## config.mk

```make
export PLATFORM = sky130hd
export DESIGN_NAME = bottling_line_ctrl_flat
export DESIGN_NICKNAME = d
export VERILOG_FILES = /design/src/rtl/bottling_line_ctrl_if.sv /design/src/rtl/bottling_line_ctrl.sv /design/src/flat_wrapper.sv
export SDC_FILE = /design/constraint.sdc
export NUM_CORES = 1
export LEC_CHECK = 0
export CORE_ASPECT_RATIO = 1.75
export CORE_MARGIN = 3
export CORE_UTILIZATION = 53
export DETAILED_ROUTE_END_ITERATION = 7
export PLACE_DENSITY = 0.83
export SYNTH_ARGS = -nofsm -noshare
export SYNTH_HDL_FRONTEND = slang
export SYNTH_SLANG_ARGS = --single-unit
export TNS_END_PERCENT = 50
```

## constraint.sdc

```tcl
create_clock -name clk -period 3.01 [get_ports clk]
set_clock_uncertainty 0.1 [all_clocks]
set_input_delay 0.903 -clock clk [delete_from_list [all_inputs] [get_ports clk]]
set_output_delay 0.903 -clock clk [all_outputs]
set_load 0.05 [all_outputs]
```

## src/rtl/bottling_line_ctrl_if.sv

```systemverilog
// Signal bundle between the bottling sequencer and the switches, sensors and counters.
interface bottling_line_ctrl_if;
    logic       start_i;
    logic       stop_i;
    logic       bottle_sensor_i;
    logic       level_ok_i;
    logic       cork_low_i;
    logic       cork_empty_i;
    logic       recharge_ack_i;
    logic       motor_on_o;
    logic       valve_open_o;
    logic       cork_act_o;
    logic       bottle_done_o;
    logic       cork_use_o;
    logic       dozen_done_o;
    logic       recharge_req_o;
    logic [2:0] recharges_left_o;
    logic [1:0] alarm_o;
    logic [2:0] state_o;

    modport master (
        output start_i, stop_i, bottle_sensor_i, level_ok_i, cork_low_i, cork_empty_i, recharge_ack_i,
        input  motor_on_o, valve_open_o, cork_act_o, bottle_done_o, cork_use_o, dozen_done_o,
               recharge_req_o, recharges_left_o, alarm_o, state_o
    );

    modport slave (
        input  start_i, stop_i, bottle_sensor_i, level_ok_i, cork_low_i, cork_empty_i, recharge_ack_i,
        output motor_on_o, valve_open_o, cork_act_o, bottle_done_o, cork_use_o, dozen_done_o,
               recharge_req_o, recharges_left_o, alarm_o, state_o
    );
endinterface

```

## src/rtl/bottling_line_ctrl.sv

```systemverilog
// Bottling/corking line sequencer: conveyor, fill valve and cork actuator, counter pulses
// and the cork magazine recharge handshake.
module bottling_line_ctrl #(
    parameter int unsigned FILL_TIMEOUT      = 5_000_000,
    parameter int unsigned CORK_CYCLES       = 250_000,
    parameter int unsigned MAX_RECHARGES     = 7,
    parameter int unsigned BOTTLES_PER_DOZEN = 12
) (
    input  logic                clk,
    input  logic                rst_n,
    bottling_line_ctrl_if.slave bus
);
    localparam int unsigned FILL_W = $clog2(FILL_TIMEOUT + 1);
    localparam int unsigned CORK_W = $clog2(CORK_CYCLES + 1);

    // state     | meaning
    // IDLE/FEED | line stopped / conveyor bringing a bottle in
    // FILL/CORK | valve open / actuator pressing a cork
    // RELEASE   | conveyor moving the bottle out; WAIT_CORK awaits refill; FAULT latched
    typedef enum logic [2:0] {
        IDLE      = 3'd0,
        FEED      = 3'd1,
        FILL      = 3'd2,
        CORK      = 3'd3,
        RELEASE   = 3'd4,
        WAIT_CORK = 3'd5,
        FAULT     = 3'd6
    } state_t;

    state_t            state_q, state_d;
    logic [2:0]        start_sync_q, stop_sync_q, bottle_sync_q;
    logic [1:0]        level_sync_q;
    logic [FILL_W-1:0] fill_cnt_q, fill_cnt_d;
    logic [CORK_W-1:0] cork_cnt_q, cork_cnt_d;
    logic              stop_lat_q, stop_lat_d;
    logic              req_q, req_d;
    logic [2:0]        left_q, left_d;
    logic [3:0]        dozen_q, dozen_d;
    logic [1:0]        alarm_q, alarm_d;
    logic              motor_q, valve_q, cork_act_q;
    logic              bottle_done_q, cork_use_q, dozen_done_q;
    logic              start_rise, stop_rise, bottle_rise, bottle_fall, level_ok;
    logic              ack_evt, bottle_evt;

    // bit 0/1 are the synchronizer flops, bit 2 is the edge-detect history
    assign start_rise  = start_sync_q[1] & ~start_sync_q[2];
    assign stop_rise   = stop_sync_q[1] & ~stop_sync_q[2];
    assign bottle_rise = bottle_sync_q[1] & ~bottle_sync_q[2];
    assign bottle_fall = ~bottle_sync_q[1] & bottle_sync_q[2];
    assign level_ok    = level_sync_q[1];
    assign ack_evt     = req_q & bus.recharge_ack_i;

    always_comb begin
        state_d    = state_q;
        fill_cnt_d = fill_cnt_q;
        cork_cnt_d = cork_cnt_q;
        stop_lat_d = stop_lat_q;
        alarm_d    = alarm_q;
        dozen_d    = dozen_q;
        bottle_evt = 1'b0;
        case (state_q)
            IDLE: begin
                if (start_rise && !stop_rise) state_d = FEED;
            end
            FEED: begin
                if (stop_rise) begin
                    state_d = IDLE;
                end else if (bottle_rise) begin
                    state_d    = FILL;
                    fill_cnt_d = FILL_W'(FILL_TIMEOUT - 1);
                end
            end
            FILL: begin
                if (stop_rise) stop_lat_d = 1'b1;
                if (level_ok) begin
                    if (bus.cork_empty_i) begin
                        state_d = WAIT_CORK;
                    end else begin
                        state_d    = CORK;
                        cork_cnt_d = CORK_W'(CORK_CYCLES - 1);
                    end
                end else if (fill_cnt_q == '0) begin
                    state_d = FAULT;
                    alarm_d = 2'd1;
                end else begin
                    fill_cnt_d = fill_cnt_q - FILL_W'(1);
                end
            end
            CORK: begin
                if (stop_rise) stop_lat_d = 1'b1;
                if (cork_cnt_q == '0) state_d = RELEASE;
                else                  cork_cnt_d = cork_cnt_q - CORK_W'(1);
            end
            WAIT_CORK: begin
                if (stop_rise) stop_lat_d = 1'b1;
                if (ack_evt) begin
                    state_d    = CORK;
                    cork_cnt_d = CORK_W'(CORK_CYCLES - 1);
                end else if (left_q == 3'd0) begin
                    state_d = FAULT;
                    alarm_d = 2'd2;
                end
            end
            RELEASE: begin
                if (stop_rise) begin
                    state_d    = IDLE;
                    stop_lat_d = 1'b0;
                end else if (bottle_fall) begin
                    bottle_evt = 1'b1;
                    state_d    = stop_lat_q ? IDLE : FEED;
                    stop_lat_d = 1'b0;
                    dozen_d    = (dozen_q == 4'(BOTTLES_PER_DOZEN - 1)) ? 4'd0 : dozen_q + 4'd1;
                end
            end
            FAULT:   state_d = FAULT;
            default: state_d = IDLE;
        endcase
    end

    always_comb begin
        req_d  = req_q;
        left_d = left_q;
        if (ack_evt) begin
            req_d  = 1'b0;
            left_d = left_q - 3'd1;
        end else if (!req_q && !bus.recharge_ack_i && state_q != FAULT && left_q != 3'd0 &&
                     (bus.cork_low_i || state_q == WAIT_CORK)) begin
            req_d = 1'b1;
        end
    end

    always_ff @(posedge clk or negedge rst_n) begin
        if (!rst_n) begin
            state_q       <= IDLE;
            start_sync_q  <= '0;
            stop_sync_q   <= '0;
            bottle_sync_q <= '0;
            level_sync_q  <= '0;
            fill_cnt_q    <= '0;
            cork_cnt_q    <= '0;
            stop_lat_q    <= 1'b0;
            req_q         <= 1'b0;
            left_q        <= 3'(MAX_RECHARGES);
            dozen_q       <= '0;
            alarm_q       <= '0;
            motor_q       <= 1'b0;
            valve_q       <= 1'b0;
            cork_act_q    <= 1'b0;
            bottle_done_q <= 1'b0;
            cork_use_q    <= 1'b0;
            dozen_done_q  <= 1'b0;
        end else begin
            state_q       <= state_d;
            start_sync_q  <= {start_sync_q[1:0], bus.start_i};
            stop_sync_q   <= {stop_sync_q[1:0], bus.stop_i};
            bottle_sync_q <= {bottle_sync_q[1:0], bus.bottle_sensor_i};
            level_sync_q  <= {level_sync_q[0], bus.level_ok_i};
            fill_cnt_q    <= fill_cnt_d;
            cork_cnt_q    <= cork_cnt_d;
            stop_lat_q    <= stop_lat_d;
            req_q         <= req_d;
            left_q        <= left_d;
            dozen_q       <= dozen_d;
            alarm_q       <= alarm_d;
            // actuators follow the next state so they switch on the same edge as state_q
            motor_q       <= (state_d == FEED) || (state_d == RELEASE);
            valve_q       <= (state_d == FILL);
            cork_act_q    <= (state_d == CORK);
            cork_use_q    <= (state_d == CORK) && (cork_cnt_d == '0);
            bottle_done_q <= bottle_evt;
            dozen_done_q  <= bottle_evt && (dozen_q == 4'(BOTTLES_PER_DOZEN - 1));
        end
    end

    assign bus.motor_on_o       = motor_q;
    assign bus.valve_open_o     = valve_q;
    assign bus.cork_act_o       = cork_act_q;
    assign bus.bottle_done_o    = bottle_done_q;
    assign bus.cork_use_o       = cork_use_q;
    assign bus.dozen_done_o     = dozen_done_q;
    assign bus.recharge_req_o   = req_q;
    assign bus.recharges_left_o = left_q;
    assign bus.alarm_o          = alarm_q;
    assign bus.state_o          = state_q;
endmodule

```

## src/flat_wrapper.sv

```systemverilog
// flat-port wrapper written by rule: the top's interface ports become plain ports
module bottling_line_ctrl_flat 
#(
    parameter int unsigned FILL_TIMEOUT      = 5_000_000,
    parameter int unsigned CORK_CYCLES       = 250_000,
    parameter int unsigned MAX_RECHARGES     = 7,
    parameter int unsigned BOTTLES_PER_DOZEN = 12
)
  (clk, rst_n, bus_start_i, bus_stop_i, bus_bottle_sensor_i, bus_level_ok_i, bus_cork_low_i, bus_cork_empty_i, bus_recharge_ack_i, bus_motor_on_o, bus_valve_open_o, bus_cork_act_o, bus_bottle_done_o, bus_cork_use_o, bus_dozen_done_o, bus_recharge_req_o, bus_recharges_left_o, bus_alarm_o, bus_state_o);
  bottling_line_ctrl_if bus_i ();
  input  logic clk;
  input  logic rst_n;
  input wire logic [$bits(bus_i.start_i)-1:0] bus_start_i;
  input wire logic [$bits(bus_i.stop_i)-1:0] bus_stop_i;
  input wire logic [$bits(bus_i.bottle_sensor_i)-1:0] bus_bottle_sensor_i;
  input wire logic [$bits(bus_i.level_ok_i)-1:0] bus_level_ok_i;
  input wire logic [$bits(bus_i.cork_low_i)-1:0] bus_cork_low_i;
  input wire logic [$bits(bus_i.cork_empty_i)-1:0] bus_cork_empty_i;
  input wire logic [$bits(bus_i.recharge_ack_i)-1:0] bus_recharge_ack_i;
  output wire logic [$bits(bus_i.motor_on_o)-1:0] bus_motor_on_o;
  output wire logic [$bits(bus_i.valve_open_o)-1:0] bus_valve_open_o;
  output wire logic [$bits(bus_i.cork_act_o)-1:0] bus_cork_act_o;
  output wire logic [$bits(bus_i.bottle_done_o)-1:0] bus_bottle_done_o;
  output wire logic [$bits(bus_i.cork_use_o)-1:0] bus_cork_use_o;
  output wire logic [$bits(bus_i.dozen_done_o)-1:0] bus_dozen_done_o;
  output wire logic [$bits(bus_i.recharge_req_o)-1:0] bus_recharge_req_o;
  output wire logic [$bits(bus_i.recharges_left_o)-1:0] bus_recharges_left_o;
  output wire logic [$bits(bus_i.alarm_o)-1:0] bus_alarm_o;
  output wire logic [$bits(bus_i.state_o)-1:0] bus_state_o;
  assign bus_i.start_i = bus_start_i;
  assign bus_i.stop_i = bus_stop_i;
  assign bus_i.bottle_sensor_i = bus_bottle_sensor_i;
  assign bus_i.level_ok_i = bus_level_ok_i;
  assign bus_i.cork_low_i = bus_cork_low_i;
  assign bus_i.cork_empty_i = bus_cork_empty_i;
  assign bus_i.recharge_ack_i = bus_recharge_ack_i;
  assign bus_motor_on_o = bus_i.motor_on_o;
  assign bus_valve_open_o = bus_i.valve_open_o;
  assign bus_cork_act_o = bus_i.cork_act_o;
  assign bus_bottle_done_o = bus_i.bottle_done_o;
  assign bus_cork_use_o = bus_i.cork_use_o;
  assign bus_dozen_done_o = bus_i.dozen_done_o;
  assign bus_recharge_req_o = bus_i.recharge_req_o;
  assign bus_recharges_left_o = bus_i.recharges_left_o;
  assign bus_alarm_o = bus_i.alarm_o;
  assign bus_state_o = bus_i.state_o;
  bottling_line_ctrl #(.FILL_TIMEOUT(FILL_TIMEOUT), .CORK_CYCLES(CORK_CYCLES), .MAX_RECHARGES(MAX_RECHARGES), .BOTTLES_PER_DOZEN(BOTTLES_PER_DOZEN)) u_core (.clk(clk), .rst_n(rst_n), .bus(bus_i));
endmodule
```

==> run metrics <==
status=completed; Hold/Removal Path Class=reg2reg; CTS Buf Count=9; Max VDD drop=0.6608 mV; GR peak layer=met2; cell family with most CP delay=simple AND/OR/NAND/NOR gates; Die ar.=8145 µm²; unique cell type count in the Yosys netlist=63; die height=117.2 µm; Synth Instances=398; final setup vio count=0; Worst-Margin Slew=623.5 ps; Seq/Total Area, Yosys=0.4824; min cycle time layout=2967 ps; ys async rst share=1.000; Most Frequent Cell on Critical Path=or4_4; design area=5006 µm²; initial antenna violation count=0; detailed-route via count=3,626; CP bufs+invs=1; WL/cell=18.51 µm; post-synth top area share=0.4614; Worst Path Max Fanout=4; most frequent cells in the layout=buf_4, dfrtp_1, nand2_1, a21oi_1, nor2_1; Tot Pwr=4050 µW; port bufs=23; root buffer cell=clkbuf_16; synth top area cells=dfrtp_1, a21oi_1, nand2_1; pre-CTS setup slack=-428.3 ps; fin nets=500; Slowest-stage cell, CP=or4_4; # fillers=455; Routed WL=10.61 mm; Cell Rows=39; Syn-to-layout area delta=33.77%; maximum clock rate=337.1 MHz; share of post-route cells with drive strength above 1=0.2709; Clk pin slew, worst setup/hold paths=60 ps; CP Launch Type=register; most common cell after layout, fill and taps aside=buf_4; H-tree levels=3; Iteration-0 DRC Markers=283; met1 Resource Use GR=0.2685; RSZ-0062 raised after global routing=yes; largest net degree at the start of global routing=47; initial core utilization=0.5598; worst skew pair latency=340 ps; Worst slew margin=0.5805; Crit Path Category=reg2reg; Leakage=0.002185 µW; clock sinks=72; vias in the first global route=3,646; # diodes=0; first-pass GRT wire length=17.15 mm; vias per std cell=6.328; die width=69.52 µm; synthesis-stage register bit count=72; grt ovf=0; Post-synth EDFFs=0; max_cap viols=0; num ports=24; final HPWL from detailed placement=7.456 mm; Worst path max stage delay=580 ps; core area=6685 µm²; Synth Area per Inst=9.403 µm²; Critical Path Sink Type=register; CP cell instances=or3_4, or4_4, o21ai_4, nand4_4, buf_6, or4_4, or4_4, nand2_2; routability congestion estimate=0.9766; Final ANT Viol Nets=0; area leader, netlist=dfrtp_1; PwrDens=809.1 nW/µm²; GRT Total Usage=0.2722; Synth Cell Area=3742 µm²; CP Data Required Time=3190 ps; setup slack after layout=43.39 ps; ys flop type=dfrtp_1; Net Count, Synth=412; drt drc=0; met3 Track Usage GR=0.06239; Clock Path Buffers=2; period utilization=0.9856; CTS tree=built; setup TNS=0 ps; met2 usage=0.5057; Yosys warning total=0; arrival time at the worst endpoint=3150 ps; drt pass-1 iters=5; Final Hold Viols=0; Post-DP Area=4483 µm²; Layout Utilization=0.7488; fin. max-slew vios=0
[worst reg2reg max path: cells and delay by family (launching register included)]
kind | cells | cell delay [ps]
buffers and inverters | 1 | 160
DFF | 1 | 370
and+or+nand+nor | 6 | 2060
AOI/OAI and AO/OA | 1 | 210
[final timing paths]
kind	startpoint	endpoint	slack [ps]	cells past startpoint
worst max-delay path	u_core.cork_cnt_q[12]$_DFF_PN0_	u_core.fill_cnt_q[10]$_DFFE_PN0P_	40	8
min in group asynchronous	rst_n	u_core.bus.cork_act_o$_DFF_PN0_	470	1
max in group asynchronous	rst_n	u_core.fill_cnt_q[14]$_DFFE_PN0P_	1790	2
worst min-delay path	u_core.stop_sync_q[0]$_DFF_PN0_	u_core.stop_sync_q[1]$_DFF_PN0_	250	0
worst min register to register	u_core.stop_sync_q[0]$_DFF_PN0_	u_core.stop_sync_q[1]$_DFF_PN0_	250	0
worst max register to register	u_core.cork_cnt_q[12]$_DFF_PN0_	u_core.fill_cnt_q[10]$_DFFE_PN0P_	40	8
[metal layers]
| layer | vias up | routed length [µm] |
|---|---|---|
| met5 | - | 0 |
| met4 | 0 | 512 |
| met3 | 51 | 596 |
| met2 | 165 | 5937 |
| met1 | 1756 | 3562 |
| li1 | 1654 | - |
[Yosys cell counts, drive strengths merged, types with 2 or more instances]
| master | count |
|---|---|
| inv | 18 |
| or3 | 12 |
| a211o | 2 |
| nor2 | 27 |
| a21o | 3 |
| o311ai | 2 |
| ha | 5 |
| or4b | 2 |
| nor2b | 8 |
| dfrtp | 69 |
| and3b | 2 |
| nor3b | 5 |
| and2 | 4 |
| nor4 | 15 |
| nor3 | 15 |
| and3 | 8 |
| a21boi | 2 |
| a22oi | 3 |
| buf | 8 |
| o31ai | 6 |
| o221ai | 2 |
| o31a | 2 |
| o211ai | 4 |
| nand3b | 3 |
| nand3 | 14 |
| clkbuf | 10 |
| nand2 | 36 |
| dfstp | 3 |
| or3b | 2 |
| nand2b | 4 |
| or4 | 11 |
| xnor2 | 6 |
| nand4 | 6 |
| o21ai | 22 |
| and4 | 3 |
| a31o | 2 |
| a21oi | 29 |
| or2 | 2 |
| a31oi | 6 |
[timing repair]
item	4_1_cts	5_1_grt
setup buffers	1	9
gates resized for setup	3	34
hold buffers	0	0
setup endpoints to repair	2	13
cloned	0	0
pin swaps	1	13
[flip-flops by register name (all words and copies together) (netlist names), 2 cells and up]
| name | cells |
|---|---|
| u_core.level_sync_q | 2 |
| u_core.start_sync_q | 3 |
| u_core.stop_sync_q | 3 |
| u_core.bottle_sync_q | 3 |
| u_core.bus.state_o | 3 |
| u_core.dozen_q | 4 |
| u_core.fill_cnt_q | 23 |
| u_core.bus.alarm_o | 2 |
| u_core.cork_cnt_q | 18 |
| u_core.bus.recharges_left_o | 3 |
[metrics by stage]
step | hold WS, ps | instances
final | 250.7 | 573
after CTS | 254.0 | 564
after floorplan | 231.2 | 398
after global placement | 232.7 | 547
after detailed placement | 239.3 | 547
after global routing | 255.4 | 573
[cell type report]
cell class / instances / area, µm² / area share
Clock buffer: 9 / 225.2 / 0.04499
Clock inverter: 7 / 85.08 / 0.01700
Inverter: 18 / 67.56 / 0.01350
Multi-Input combinational cell: 290 / 1912 / 0.3819
Sequential cell: 72 / 1809 / 0.3614
Tap cell: 82 / 102.6 / 0.02049
Timing Repair Buffer: 95 / 804.5 / 0.1607
[cell families (layout without fill, tap and decap cells)]
logic type,Yosys count,after routing,share of synthesized area
adders and majority gates,5,5,0.01672
and+or+nand+nor,182,182,0.2778
muxes,2,2,0.005684
AOI/OAI and AO/OA,95,95,0.1648
DFF,72,72,0.4824
buffers and inverters,36,129,0.03845
xor gates and xnor gates,6,6,0.01404
[where the power goes]
group          total, µW  switching (µW)  internal [µW]
registers           1400             238           1170
logic               1550             871            675
clock network       1100             441            658
Note: power is estimated with default switching activity, not from simulation.
